==> config.mk <==
export PLATFORM = sky130hd
export DESIGN_NAME = tlk2711_tx_framer_flat
export DESIGN_NICKNAME = d
export VERILOG_FILES = /design/src/rtl/tlk2711_tx_framer_if.sv /design/src/rtl/tlk2711_tx_framer.sv /design/src/flat_wrapper.sv
export SDC_FILE = /design/constraint.sdc
export NUM_CORES = 1
export LEC_CHECK = 0
export ABC_AREA = 1
export CAP_MARGIN = 20
export CORE_ASPECT_RATIO = 0.5
export CORE_MARGIN = 1.5
export CORE_UTILIZATION = 45
export CTS_CLUSTER_DIAMETER = 60
export DETAILED_ROUTE_END_ITERATION = 6
export HOLD_SLACK_MARGIN = 0.1
export PLACE_DENSITY = 0.7
export SETUP_SLACK_MARGIN = 0.02
export SYNTH_ARGS = -nofsm -noshare
export SYNTH_HDL_FRONTEND = slang
export SYNTH_SLANG_ARGS = --single-unit
==> constraint.sdc <==
create_clock -name i_clk -period 4.75 [get_ports i_clk]
set_input_delay 0.7125 -clock i_clk [delete_from_list [all_inputs] [get_ports i_clk]]
set_output_delay 0.7125 -clock i_clk [all_outputs]
set_load 0.005 [all_outputs]
==> src/rtl/tlk2711_tx_framer_if.sv <==
// Request, DMA read-stream and TLK2711 transmit-pin bundle between the TX command stage and the framer.
// The framer uses the slave modport; the upstream side (or a bench) uses master.
interface tlk2711_tx_framer_if;
    logic        i_send_start;
    logic [31:0] i_packet_body;
    logic [9:0]  i_packet_tail;
    logic [63:0] i_axis_tdata;
    logic        i_axis_tvalid;
    logic        o_axis_tready;
    logic [15:0] o_txd;
    logic        o_tkmsb;
    logic        o_tklsb;
    logic        o_tx_en;
    logic        o_busy;
    logic        o_tx_done;
    logic        o_underflow;
    logic        o_start_err;

    modport master (
        output i_send_start, i_packet_body, i_packet_tail, i_axis_tdata, i_axis_tvalid,
        input  o_axis_tready, o_txd, o_tkmsb, o_tklsb, o_tx_en, o_busy, o_tx_done,
               o_underflow, o_start_err
    );

    modport slave (
        input  i_send_start, i_packet_body, i_packet_tail, i_axis_tdata, i_axis_tvalid,
        output o_axis_tready, o_txd, o_tkmsb, o_tklsb, o_tx_en, o_busy, o_tx_done,
               o_underflow, o_start_err
    );
endinterface

==> src/rtl/tlk2711_tx_framer.sv <==
// Serialises one request plus its 64-bit DMA beats into SOF/HDR0/HDR1/payload/TAIL/CHK/EOF
// 16-bit words for the TLK2711, with idle words between frames and as mid-payload fill.
module tlk2711_tx_framer #(
    parameter logic [15:0] IDLE_WORD = 16'h50BC,
    parameter logic [15:0] SOF_WORD  = 16'h50FB,
    parameter logic [15:0] EOF_WORD  = 16'h50FD
) (
    input  logic               i_clk,
    input  logic               i_soft_rst_n,
    tlk2711_tx_framer_if.slave bus
);
    typedef enum logic [2:0] {
        S_IDLE, S_SOF, S_HDR0, S_HDR1, S_PAY, S_TAIL, S_CHK, S_EOF
    } state_t;

    // The state names the word currently on o_txd; the next word is computed from it.
    state_t      r_state, w_state_nx;
    logic [31:0] r_body;
    logic [9:0]  r_tail;
    logic [30:0] r_words_left, w_words_left_nx;
    logic [30:0] r_beats_left, w_beats_left_nx;
    logic [63:0] r_hold, w_hold_nx;
    logic        r_hold_v, w_hold_v_nx;
    logic [1:0]  r_ptr, w_ptr_nx;
    logic [15:0] r_chk, w_chk_nx;
    logic [15:0] r_txd, w_txd_nx;
    logic        r_is_k, w_is_k_nx;
    logic        r_tready, w_tready_nx;
    logic        r_busy, r_tx_done, r_underflow, r_start_err, r_tx_en;
    logic        w_tx_done_nx, w_underflow_nx;
    logic        w_fire;
    logic [30:0] w_words;

    function automatic logic [15:0] lane_sel(input logic [63:0] beat, input logic [1:0] lane);
        logic [15:0] w;
        case (lane)
            2'd0:    w = beat[15:0];
            2'd1:    w = beat[31:16];
            2'd2:    w = beat[47:32];
            2'd3:    w = beat[63:48];
            default: w = beat[15:0];
        endcase
        return w;
    endfunction

    // Next-word, buffer and checksum computation for the coming cycle.
    always_comb begin
        w_fire          = r_tready & bus.i_axis_tvalid;
        w_words         = bus.i_packet_body[31:1];
        w_state_nx      = r_state;
        w_txd_nx        = IDLE_WORD;
        w_is_k_nx       = 1'b1;
        w_words_left_nx = r_words_left;
        w_beats_left_nx = w_fire ? (r_beats_left - 31'd1) : r_beats_left;
        w_hold_nx       = r_hold;
        w_hold_v_nx     = r_hold_v;
        w_ptr_nx        = r_ptr;
        w_chk_nx        = r_chk;
        w_tx_done_nx    = 1'b0;
        w_underflow_nx  = 1'b0;
        case (r_state)
            S_IDLE: begin
                if (bus.i_send_start) begin
                    w_state_nx      = S_SOF;
                    w_txd_nx        = SOF_WORD;
                    w_words_left_nx = w_words;
                    w_beats_left_nx = {2'b00, w_words[30:2]} + {30'd0, |w_words[1:0]};
                    w_hold_v_nx     = 1'b0;
                    w_ptr_nx        = 2'd0;
                    w_chk_nx        = 16'd0;
                end else begin
                    w_state_nx = S_IDLE;
                end
            end
            S_SOF: begin
                w_state_nx = S_HDR0;
                w_txd_nx   = r_body[15:0];
                w_is_k_nx  = 1'b0;
                w_chk_nx   = r_chk + r_body[15:0];
            end
            S_HDR0: begin
                w_state_nx = S_HDR1;
                w_txd_nx   = r_body[31:16];
                w_is_k_nx  = 1'b0;
                w_chk_nx   = r_chk + r_body[31:16];
            end
            S_HDR1, S_PAY: begin
                if (r_words_left == 31'd0) begin
                    w_state_nx = S_TAIL;
                    w_txd_nx   = {6'd0, r_tail};
                    w_is_k_nx  = 1'b0;
                    w_chk_nx   = r_chk + {6'd0, r_tail};
                end else if (r_hold_v) begin
                    w_state_nx      = S_PAY;
                    w_txd_nx        = lane_sel(r_hold, r_ptr);
                    w_is_k_nx       = 1'b0;
                    w_chk_nx        = r_chk + lane_sel(r_hold, r_ptr);
                    w_words_left_nx = r_words_left - 31'd1;
                    if ((r_ptr == 2'd3) || (r_words_left == 31'd1)) begin
                        w_hold_v_nx = 1'b0;
                    end else begin
                        w_ptr_nx = r_ptr + 2'd1;
                    end
                    if (w_fire) begin
                        w_hold_nx   = bus.i_axis_tdata;
                        w_hold_v_nx = 1'b1;
                        w_ptr_nx    = 2'd0;
                    end else begin
                        w_hold_nx = r_hold;
                    end
                end else if (w_fire) begin
                    // Empty register: lane 0 goes straight out, the rest is held.
                    w_state_nx      = S_PAY;
                    w_txd_nx        = bus.i_axis_tdata[15:0];
                    w_is_k_nx       = 1'b0;
                    w_chk_nx        = r_chk + bus.i_axis_tdata[15:0];
                    w_words_left_nx = r_words_left - 31'd1;
                    w_hold_nx       = bus.i_axis_tdata;
                    w_hold_v_nx     = (r_words_left > 31'd1);
                    w_ptr_nx        = 2'd1;
                end else begin
                    w_state_nx     = S_PAY;
                    w_underflow_nx = 1'b1;
                end
            end
            S_TAIL: begin
                w_state_nx = S_CHK;
                w_txd_nx   = r_chk;
                w_is_k_nx  = 1'b0;
            end
            S_CHK: begin
                w_state_nx   = S_EOF;
                w_txd_nx     = EOF_WORD;
                w_tx_done_nx = 1'b1;
            end
            S_EOF: begin
                w_state_nx = S_IDLE;
            end
            default: begin
                w_state_nx = S_IDLE;
            end
        endcase
        w_tready_nx = ((w_state_nx == S_HDR1) || (w_state_nx == S_PAY)) &&
                      (w_beats_left_nx != 31'd0) && (!w_hold_v_nx || (w_ptr_nx == 2'd3));
    end

    // Frame state, holding register and registered pin outputs.
    always_ff @(posedge i_clk) begin
        if (!i_soft_rst_n) begin
            r_state      <= S_IDLE;
            r_body       <= 32'd0;
            r_tail       <= 10'd0;
            r_words_left <= 31'd0;
            r_beats_left <= 31'd0;
            r_hold       <= 64'd0;
            r_hold_v     <= 1'b0;
            r_ptr        <= 2'd0;
            r_chk        <= 16'd0;
            r_txd        <= IDLE_WORD;
            r_is_k       <= 1'b1;
            r_tready     <= 1'b0;
            r_busy       <= 1'b0;
            r_tx_done    <= 1'b0;
            r_underflow  <= 1'b0;
            r_start_err  <= 1'b0;
            r_tx_en      <= 1'b0;
        end else begin
            r_state      <= w_state_nx;
            r_words_left <= w_words_left_nx;
            r_beats_left <= w_beats_left_nx;
            r_hold       <= w_hold_nx;
            r_hold_v     <= w_hold_v_nx;
            r_ptr        <= w_ptr_nx;
            r_chk        <= w_chk_nx;
            r_txd        <= w_txd_nx;
            r_is_k       <= w_is_k_nx;
            r_tready     <= w_tready_nx;
            r_busy       <= (w_state_nx != S_IDLE);
            r_tx_done    <= w_tx_done_nx;
            r_underflow  <= w_underflow_nx;
            r_start_err  <= bus.i_send_start && (r_state != S_IDLE);
            r_tx_en      <= 1'b1;
            if ((r_state == S_IDLE) && bus.i_send_start) begin
                r_body <= bus.i_packet_body;
                r_tail <= bus.i_packet_tail;
            end else begin
                r_body <= r_body;
                r_tail <= r_tail;
            end
        end
    end

    assign bus.o_axis_tready = r_tready;
    assign bus.o_txd         = r_txd;
    assign bus.o_tklsb       = r_is_k;
    assign bus.o_tkmsb       = 1'b0;
    assign bus.o_tx_en       = r_tx_en;
    assign bus.o_busy        = r_busy;
    assign bus.o_tx_done     = r_tx_done;
    assign bus.o_underflow   = r_underflow;
    assign bus.o_start_err   = r_start_err;
endmodule

==> src/flat_wrapper.sv <==
// flat-port wrapper written by rule: the top's interface ports become plain ports
module tlk2711_tx_framer_flat 
#(
    parameter logic [15:0] IDLE_WORD = 16'h50BC,
    parameter logic [15:0] SOF_WORD  = 16'h50FB,
    parameter logic [15:0] EOF_WORD  = 16'h50FD
)
  (i_clk, i_soft_rst_n, bus_i_send_start, bus_i_packet_body, bus_i_packet_tail, bus_i_axis_tdata, bus_i_axis_tvalid, bus_o_axis_tready, bus_o_txd, bus_o_tkmsb, bus_o_tklsb, bus_o_tx_en, bus_o_busy, bus_o_tx_done, bus_o_underflow, bus_o_start_err);
  tlk2711_tx_framer_if bus_i ();
  input  logic i_clk;
  input  logic i_soft_rst_n;
  input wire logic [$bits(bus_i.i_send_start)-1:0] bus_i_send_start;
  input wire logic [$bits(bus_i.i_packet_body)-1:0] bus_i_packet_body;
  input wire logic [$bits(bus_i.i_packet_tail)-1:0] bus_i_packet_tail;
  input wire logic [$bits(bus_i.i_axis_tdata)-1:0] bus_i_axis_tdata;
  input wire logic [$bits(bus_i.i_axis_tvalid)-1:0] bus_i_axis_tvalid;
  output wire logic [$bits(bus_i.o_axis_tready)-1:0] bus_o_axis_tready;
  output wire logic [$bits(bus_i.o_txd)-1:0] bus_o_txd;
  output wire logic [$bits(bus_i.o_tkmsb)-1:0] bus_o_tkmsb;
  output wire logic [$bits(bus_i.o_tklsb)-1:0] bus_o_tklsb;
  output wire logic [$bits(bus_i.o_tx_en)-1:0] bus_o_tx_en;
  output wire logic [$bits(bus_i.o_busy)-1:0] bus_o_busy;
  output wire logic [$bits(bus_i.o_tx_done)-1:0] bus_o_tx_done;
  output wire logic [$bits(bus_i.o_underflow)-1:0] bus_o_underflow;
  output wire logic [$bits(bus_i.o_start_err)-1:0] bus_o_start_err;
  assign bus_i.i_send_start = bus_i_send_start;
  assign bus_i.i_packet_body = bus_i_packet_body;
  assign bus_i.i_packet_tail = bus_i_packet_tail;
  assign bus_i.i_axis_tdata = bus_i_axis_tdata;
  assign bus_i.i_axis_tvalid = bus_i_axis_tvalid;
  assign bus_o_axis_tready = bus_i.o_axis_tready;
  assign bus_o_txd = bus_i.o_txd;
  assign bus_o_tkmsb = bus_i.o_tkmsb;
  assign bus_o_tklsb = bus_i.o_tklsb;
  assign bus_o_tx_en = bus_i.o_tx_en;
  assign bus_o_busy = bus_i.o_busy;
  assign bus_o_tx_done = bus_i.o_tx_done;
  assign bus_o_underflow = bus_i.o_underflow;
  assign bus_o_start_err = bus_i.o_start_err;
  tlk2711_tx_framer #(.IDLE_WORD(IDLE_WORD), .SOF_WORD(SOF_WORD), .EOF_WORD(EOF_WORD)) u_core (.i_clk(i_clk), .i_soft_rst_n(i_soft_rst_n), .bus(bus_i));
endmodule
# == Word-level counts from Yosys, hierarchy flattened ==
# Cells that the tools add are included.
# word_totals
regBits,213
in_bits,110
out_inout_bits,24
elab_cells,115
# op_classes
add_sub_neg,9
n_lt_le_gt_ge,1
n_eq_ne,18
mux,45
bitwise_logic,2
reduce_logical,23
# ops
operator,count
$mux 31,7
$mux 16,10
$pmux 16 s4,2
$pmux 16 s6,1
$add 16x16->16,4
$pmux 31 s2,1
$sub 31x1->31 const B,2
$eq 31x1->1 const B,1
$gt 31x1->1 const B,1
$logic_not 31->1,1
$reduce_bool 31->1,1
$add 29x1->30,1
$pmux 3 s7,1
$add 16x10->16,1
$eq 3x3->1 const B,5
$mux 1,13
$mux 2,6
$eq 3x2->1 const B,3
$mux 7,1
$eq 2x2->1 const B,3
$reduce_and 3->1,2
$reduce_bool 3->1,2
$logic_and 1x1->1,4
$ne 2x2->1 const B,2
19 further kinds,23

# == Depth between registers and ports, before layout ==
# Gate-level depths: netlist of the first run.
# depth
depth_word,10
depth_mapped,25
ltp_nobuf,24

# == Least setup slack after synthesis of the first run ==
# OpenSTA, ideal clock, no wires.
# synth_timing
path_type,register to register
startpoint,register u_core.r_ptr[0]
endpoint,register u_core.r_chk[12]
setup_time_ps,128
arrival_ps,3022
required_ps,4622
setup_slack_ps,1600
path_stages_with_launch,21
n_path_buf,2
synth_period_minus_slack_ps,3150
cell_sequence,dfxtp_1 -> inv_1 -> ha_1 -> clkbuf_1 -> inv_1 -> clkbuf_1 -> a21oi_1 -> o21ai_0 -> o21ai_0 -> o22a_1 -> o21ai_0 -> ha_1 -> a21oi_1 -> nand2_1 -> a21boi_0 -> inv_1 -> a21o_1 -> nand2_1 -> nand3_1 -> a22oi_1 -> nor2_1
# synth_between
elab_chain_len,9
elab_cells_between_ends,12
cone_classes,add/sub: 1; eq/ne: 3; mux: 7; reduce/logical: 1
# synth_lines
element,line_no,rtl
from (decl),tlk2711_tx_framer.sv:24,"logic [1:0] r_ptr, w_ptr_nx;"
from (signal assigned),tlk2711_tx_framer.sv:173,r_ptr <= w_ptr_nx;
$eq 2x2->1 (tied with other cells),tlk2711_tx_framer.sv:36,case (lane)
$pmux 16 s4 *,tlk2711_tx_framer.sv:36,
$mux 16 *,tlk2711_tx_framer.sv:93,end else if (r_hold_v) begin
$mux 16 *,tlk2711_tx_framer.sv:88,if (r_words_left == 31'd0) begin
$mux 16 *,tlk2711_tx_framer.sv:61,case (r_state)
$add 16x16->16 *,tlk2711_tx_framer.sv:97,"w_chk_nx = r_chk + lane_sel(r_hold, r_ptr);"
$mux 16 *,tlk2711_tx_framer.sv:93,
$mux 16 *,tlk2711_tx_framer.sv:88,
$pmux 16 s4 *,tlk2711_tx_framer.sv:61,
to (signal assigned),tlk2711_tx_framer.sv:174,r_chk <= w_chk_nx;
to (decl),tlk2711_tx_framer.sv:25,"logic [15:0] r_chk, w_chk_nx;"
# Mark *: on every way between the ends. The rest lies on a longest branch, timed or not. The select of a mux whose other input is x is not followed.
# A chain may end at the register's enable or synchronous reset.

# == Worst setup path after layout of the first run ==
# Ends and elaborated chain as after synthesis.

==> run_results.csv, run 1 <==
group,metric,value,unit
critical_path,worstPathArrival,4.37,ns
placed_design,placed_cells,2344,
route,viasPerCell,5.570,
power,cellInternalPower,3.554,mW
synthesis,synth_top_family_by_area,"simple AND/OR/NAND/NOR gates",
placed_design,place.detailed.hpwl,32.08,mm
hold_path,timing.hold.worst.start,"u_core.r_hold[3]",
placed_design,port-buffer-count,132,
layout,mostFrequentLayoutCell,"nand2_1",
critical_path,rr_startpoint,"u_core.r_ptr[0]",
floorplanning,floorplan.initialDensity,46.52,%
synthesis,synth-adder-area-share,2.670,%
route,route.final.wire_length,43.16,mm
global_route,pin_count_of_the_biggest_net_entering_global_routing,65,
sta,achievable-frequency,256.4,MHz
floorplanning,fp-row-count,42,
critical_path,critical_path_required,5.22,ns
cts,cts_tree,"yes",
global_route,wire_length_of_the_first_global_routing_pass,66.33,mm
power,leakage,6.038,nW
layout,layout-area-overhead-vs-synth,18.06,%
floorplanning,fp.dieArea,0.02877,mm^2
cts,resized_after_cts,0,
critical_path,worst_path_largest_cell_delay,0.41,ns
global_route,grt_antenna_before_repair,0,
synthesis,synth.area.top_cells,"dfxtp_1 34%, nand2_1 13%, a21oi_1 9.2%",
synthesis,synth_cell_type_count,54,
floorplanning,boundaryPins,134,
synthesis,post_synth.cell_area_avg,6.460,um^2
route,drt.antenna.violating_nets,0,
route,vias,13270,
sta,setup-violations-final,0,
synthesis,synth_area,0.01247,mm^2
global_route,first_global_vias,11750,
synthesis,synthesis.instances,1930,
power,comb_power_share,30.1,%
synthesis,synth.ff_latch_count,213,
floorplanning,die_height,120.7,um
hold_path,worst_hold_path_type,"flop to flop",
synthesis,synth-seq-area-share,34.20,%
critical_path,kind_of_critical_path,"flop to flop",
synthesis,ys.flop_type,"dfxtp_1",
sta,final_hold_viol_count,0,
route,drc_errors,0,
layout,finish.cell_count_without_fillers,2383,
route,detailedRoute.firstPassIterationCount,6,
cts,htree_levels,1,
critical_path,crit_family,"compound AO/OA/AOI/OAI gates",
critical_path,setup.worst_path.start_class,"flop",
layout,final_core_util,54.92,%
sta,timing.slew.headroom,28.68,%
power,share_seq_of_total_power,37.3,%
global_route,global_routing_s_busiest_layer,"met2",
sta,maxSlewViolCount,0,
cts,clock_tree.buffer_depth,3,
flow_run,number_of_max_cap_violations,0,
synthesis,synth.net_count,2066,
cts,clkSlewWorstSetupHoldPaths,0.07,ns
placed_design,gpl.final_weighted_congestion,0.9717,
floorplanning,core-area,0.02680,mm^2
sta,finalWorstPathRequiredPeriod,3.899,ns
route,wl_per_cell,18.11,um
layout,final_nets,2152,
sta,fin_skew,0.01647,ns
power,power_density,380.5,mW/mm^2
sta,unrepaired_setup_endpoints_after_global_routing,"false",
critical_path,critical-path-slowest-cell,"inv_1",
critical_path,timing.critical_path.from,"u_core.r_ptr[0]",
layout,post_route_cells_drive_above_1_share,5.121,%
global_route,globalRouteTotalUtil,29.44,%
synthesis,synth_mux_area_share,0,%
global_route,grt_met3_use,5.913,%
critical_path,timing.critical_path.cells,"ha_1, inv_1, o21ai_0, a21oi_1, o21ai_0, o21ai_0, nand2_1, a21oi_1, a21oi_1, ha_1, inv_1, fa_1, inv_1, nand3_1, nand2_1, a21boi_0, inv_1, a21o_1, nand2_1, nand2_1, a21oi_1, a22oi_1, nor2_1",
synthesis,fraction_of_registers_with_async_set_or_reset_after_synthesis,0,%
power,post-layout-total-power,5.600,mW
critical_path,path_max_fanout,14,
floorplanning,floorplan.die.width,238.4,um
critical_path,critical_path.n_buffers_inverters,4,
status,status,"finished clean",
sta,setup-tns-final,0,ns
synthesis,count_of_flip_flops_with_a_built_in_enable_after_synthesis,0,
global_route,grt_use_met2,46.01,%
cts,cts_num_sinks,213,
power,power.switching_fraction,36.54,%
cts,cts_hold_buf,0,
layout,diodes,0,
power,share_clk_of_total_power,32.6,%
route,drt_initial_violations,1482,
power,power.ir.vdd_worst,0.2415,mV
cts,cts_root_buffer,"clkbuf_16",
global_route,met1_grt_util,40.87,%
layout,layout_common_cells,"419 x nand2_1, 229 x a21oi_1, 213 x dfxtp_1, 204 x inv_1, 204 x nor2_1",
cts,cts_made_buffers,22,
synthesis,yosysWarnings,0,
cts,clock_latency,0.54,ns
cts,post_cts.repair.setup_buffers,0,
power,p_switching,2.046,mW
synthesis,synth_compound_gate_area_share,21.22,%
synthesis,yosys.area_share.simple,30.39,%
synthesis,netlist.area_leader.share,34.20,%
sta,worst_slew_pin_slew,1.062,ns
global_route,gr-total-overflow,0,
critical_path,setup.worst_path.end_class,"flop",
sta,finalCritPeriodShare,82.09,%
synthesis,synth_area_leader_cell,"dfxtp_1",
synthesis,synth_xor_area_share,1.616,%
state kept, by name, indices dropped and copies added (netlist names):
register                  flops
u_core.bus.o_start_err        1
u_core.bus.o_txd             16
u_core.bus.o_busy             1
u_core.r_hold_v               1
u_core.bus.o_tx_en            1
u_core.bus.o_underflow        1
u_core.r_ptr                  2
u_core.r_chk                 16
u_core.r_beats_left          31
u_core.bus.o_tx_done          1
u_core.r_body                32
u_core.r_tail                10
u_core.bus.o_tklsb            1
u_core.r_state                3
u_core.r_hold                64
u_core.r_words_left          31
u_core.bus.o_axis_tready      1
logic make-up (layout without fill, tap and decap cells):
logic type                 after synthesis  count (layout)
and+or+nand+nor                        875             875
AOI/OAI and AO/OA                      486             486
buffers and inverters                  306             407
DFF                                    213             213
adders and majority gates               26              26
xor gates and xnor gates                23              23
other                                    1               1
tightest hold or removal path, cell delays in order, from the launching register on:
cell,delay [ns]
dfxtp_1,0.30
inv_1,0.05
a21oi_1,0.05
power groups by stage:
stage | clock network (mW) | logic [mW] | registers (mW)
final | 1.83 | 1.69 | 2.09
after global routing | 1.92 | 1.86 | 2.11
after CTS | 1.83 | 1.66 | 2.08
after detailed placement | 0 | 1.64 | 2.12
after global placement | 0 | 1.64 | 2.12
after floorplan | 0 | 1.13 | 2.09
metrics by stage:
stage	setup WS (ns)	instance area [um^2]	hold WS, ns
floorplan	1.600	12470	0.4245
global placement	1.045	13980	0.4361
detailed placement	1.032	13980	0.4434
CTS	0.9862	14720	0.4532
global route	0.4549	14720	0.4692
finish	0.8505	14720	0.4519
final timing paths:
| path | to | slack, ns | depth (start not counted) |
|---|---|---|---|
| setup / recovery | u_core.r_chk[12] | 0.85 | 23 |
| hold / removal | u_core.r_hold[3] | 0.45 | 2 |
| setup reg to reg | u_core.r_chk[12] | 0.85 | 23 |
| hold reg to reg | u_core.r_hold[3] | 0.45 | 2 |
cell usage after synthesis (all sizes together), types with 3 or more instances:
master / number
nand2: 426
inv: 215
o221ai: 8
a21o: 6
nand4: 35
or2: 5
ha: 25
a21oi: 231
o31ai: 3
o21ai: 173
nor3: 21
buf: 43
clkbuf: 46
nor4: 6
nor2: 219
a221oi: 12
xor2: 15
a211oi: 8
o22ai: 11
dfxtp: 213
xnor2: 8
o211ai: 5
nand3b: 3
a22oi: 3
nand3: 158
a31oi: 15
o22a: 4
metal layers:
metal  vias up  part of all wire [%]
met1      5996                    45
met4         0                   3.2
met2       595                    43
met5         -                     0
li1       6599                     -
met3        83                   8.9
cell type report:
type	instances	area, um^2
Multi-Input combinational cell	1411	6987
Inverter	217	822.0
Sequential cell	213	4264
Clock inverter	9	112.6
Fill cell	2687	12080
Timing Repair Buffer	151	1471
Tap cell	352	440.4
Clock buffer	30	620.6
No activity file was read; power rests on OpenSTA's default activity.
==> run 2, diff against run 1 <==
==> constraint.sdc (replaced) <==
create_clock -name i_clk -period 3.68 [get_ports i_clk]
set_input_delay 0.552 -clock i_clk [delete_from_list [all_inputs] [get_ports i_clk]]
set_output_delay 0.552 -clock i_clk [all_outputs]
set_load 0.005 [all_outputs]
==> run_results.csv, run 2 (synthesis gave the netlist of run 1 again) <==
group,metric,value,unit
power,power_density,473.3,mW/mm^2
floorplanning,fp-row-count,42,
placed_design,place.detailed.hpwl,32.04,mm
global_route,grt_antenna_before_repair,1,
status,status,"finished clean",
power,post-layout-total-power,7.006,mW
sta,achievable-frequency,296.0,MHz
cts,cts_root_buffer,"clkbuf_16",
layout,reg_top3,"u_core.r_hold x64, u_core.r_body x32",
cts,clock_tree.buffer_depth,3,
layout,post_route_cells_drive_above_1_share,6.092,%
cts,cts_made_buffers,21,
floorplanning,die_height,120.7,um
floorplanning,floorplan.initialDensity,46.52,%
sta,worst_slew_pin_slew,0.7656,ns
sta,setup-tns-final,0,ns
floorplanning,core-area,0.02680,mm^2
global_route,globalRouteTotalUtil,29.22,%
placed_design,gpl.final_weighted_congestion,0.9642,
floorplanning,boundaryPins,134,
hold_path,worst_hold_path_type,"input port to flop",
layout,layout_common_cells,"419 x nand2_1, 229 x a21oi_1, 213 x dfxtp_1, 204 x nor2_1, 202 x inv_1",
layout,largest_register_ffs,64,
sta,fin_skew,0.01504,ns
critical_path,kind_of_critical_path,"flop to flop",
sta,unrepaired_setup_endpoints_after_global_routing,"false",
power,leakage,6.097,nW
power,power.ir.vdd_worst,0.2644,mV
global_route,gr-total-overflow,0,
cts,clock_latency,0.53,ns
critical_path,worstPathArrival,3.78,ns
critical_path,critical_path_required,4.08,ns
flow_run,number_of_max_cap_violations,0,
layout,diodes,0,
cts,cts_num_sinks,213,
route,drt.antenna.violating_nets,0,
route,drt_initial_violations,1387,
critical_path,critical_path.n_buffers_inverters,3,
cts,htree_levels,1,
layout,design_area,0.01480,mm^2
sta,finalCritPeriodShare,91.79,%
placed_design,port-buffer-count,132,
sta,maxSlewViolCount,0,
route,viasPerCell,5.605,
critical_path,path_max_fanout,10,
critical_path,setup.worst_path.end_class,"flop",
route,vias,13480,
cts,post_cts.repair.setup_buffers,0,
critical_path,crit_family,"simple AND/OR/NAND/NOR gates",
sta,timing.slew.headroom,48.96,%
route,drc_errors,0,
route,wl_per_cell,17.82,um
global_route,pin_count_of_the_biggest_net_entering_global_routing,110,
route,route.final.wire_length,42.84,mm
layout,fillerInstances,2697,
sta,setup-violations-final,0,
global_route,wire_length_of_the_first_global_routing_pass,66.24,mm
cts,clkSlewWorstSetupHoldPaths,0.07,ns
critical_path,timing.critical_path.cells,"inv_1, ha_1, inv_1, nor2_1, nand3_2, nor2_8, inv_2, o211ai_1, o21ai_0, ha_1, a21oi_1, nand2_1, nand3_1, nand4_1, nand2_1, nand3_1, a21o_1, nand3_1, a21oi_1",
global_route,first_global_vias,12060,
critical_path,setup.worst_path.start_class,"flop",
critical_path,worst_path_most_repeated_cell,"nand3_1",
layout,final_nets,2176,
route,detailedRoute.firstPassIterationCount,6,
cts,cts_tree,"yes",
layout,layout-area-overhead-vs-synth,18.73,%
critical_path,critical-path-slowest-cell,"ha_1",
layout,mostFrequentLayoutCell,"nand2_1",
floorplanning,fp.dieArea,0.02877,mm^2
sta,final_hold_viol_count,0,
placed_design,placed_instance_area,0.01417,mm^2
layout,registers.top_by_ff_count,"u_core.r_hold",
sta,finalWorstPathRequiredPeriod,3.378,ns
layout,multi_input_comb_area,0.006993,mm^2
layout,regArea,0.004264,mm^2
floorplanning,floorplan.die.width,238.4,um
critical_path,worst_path_largest_cell_delay,0.36,ns
## run 2: cell count changes in the layout (fill, tap and decap cells not counted), sizes merged
| cell | delta |
|---|---|
| clkinv | -2 |
| clkinvlp | -1 |
| buf | +25 |
| bufinv | -1 |
## run 2: final timing paths
kind / from / endpoint / slack [ns] / cells after the start
setup / recovery: u_core.r_words_left[0] / u_core.r_chk[15] / 0.30 / 19
hold / removal: i_soft_rst_n / u_core.bus.o_tx_en / 0.24 / 1
setup reg to reg: u_core.r_words_left[0] / u_core.r_chk[15] / 0.30 / 19
hold reg to reg: u_core.r_hold[57] / u_core.r_hold[57] / 0.45 / 2
## run 2: power by group
part           total (mW)  leakage (nW)  internal [mW]  switching, mW
Combinational        2.22          4.05          0.770           1.45
Sequential           2.69          1.74           2.53          0.161
Clock                2.10         0.306           1.15          0.954
Total                7.01          6.10           4.44           2.56
## run 2: what timing repair did
action                     in CTS  in global routing
hold buffers                    0                  0
resized for setup               0                  5
setup endpoints to repair       0                  5
## run 2: area by class of cell
type	instances	share of cell area (%)
Inverter	217	5.554
Timing Repair Buffer	176	11.21
Tap cell	352	2.975
Sequential cell	213	28.81
Clock inverter	5	0.3635
Clock buffer	30	3.846
Multi-Input combinational cell	1411	47.24
## run 2: through the flow
stage / hold slack, ns / utilization (%) / setup WS [ns] / cells
global placement: 0.4347 / 52.88 / 0.2922 / 2369
floorplan: 0.4245 / - / 0.5302 / 1930
detailed placement: 0.4429 / 52.88 / 0.2442 / 2369
finish: 0.2428 / 55.23 / 0.3022 / 2404
global route: 0.2380 / 55.23 / 0.05193 / 2404
CTS: 0.2338 / 55.21 / 0.2201 / 2404
## run 2: routing by layer
| metal | share of wire (%) | GRT usage [%] |
|---|---|---|
| met2 | 44 | 46.03 |
| met3 | 8.1 | 4.772 |
| met4 | 3.4 | 10.21 |
| met5 | 0.042 | 0 |
| met1 | 45 | 40.46 |
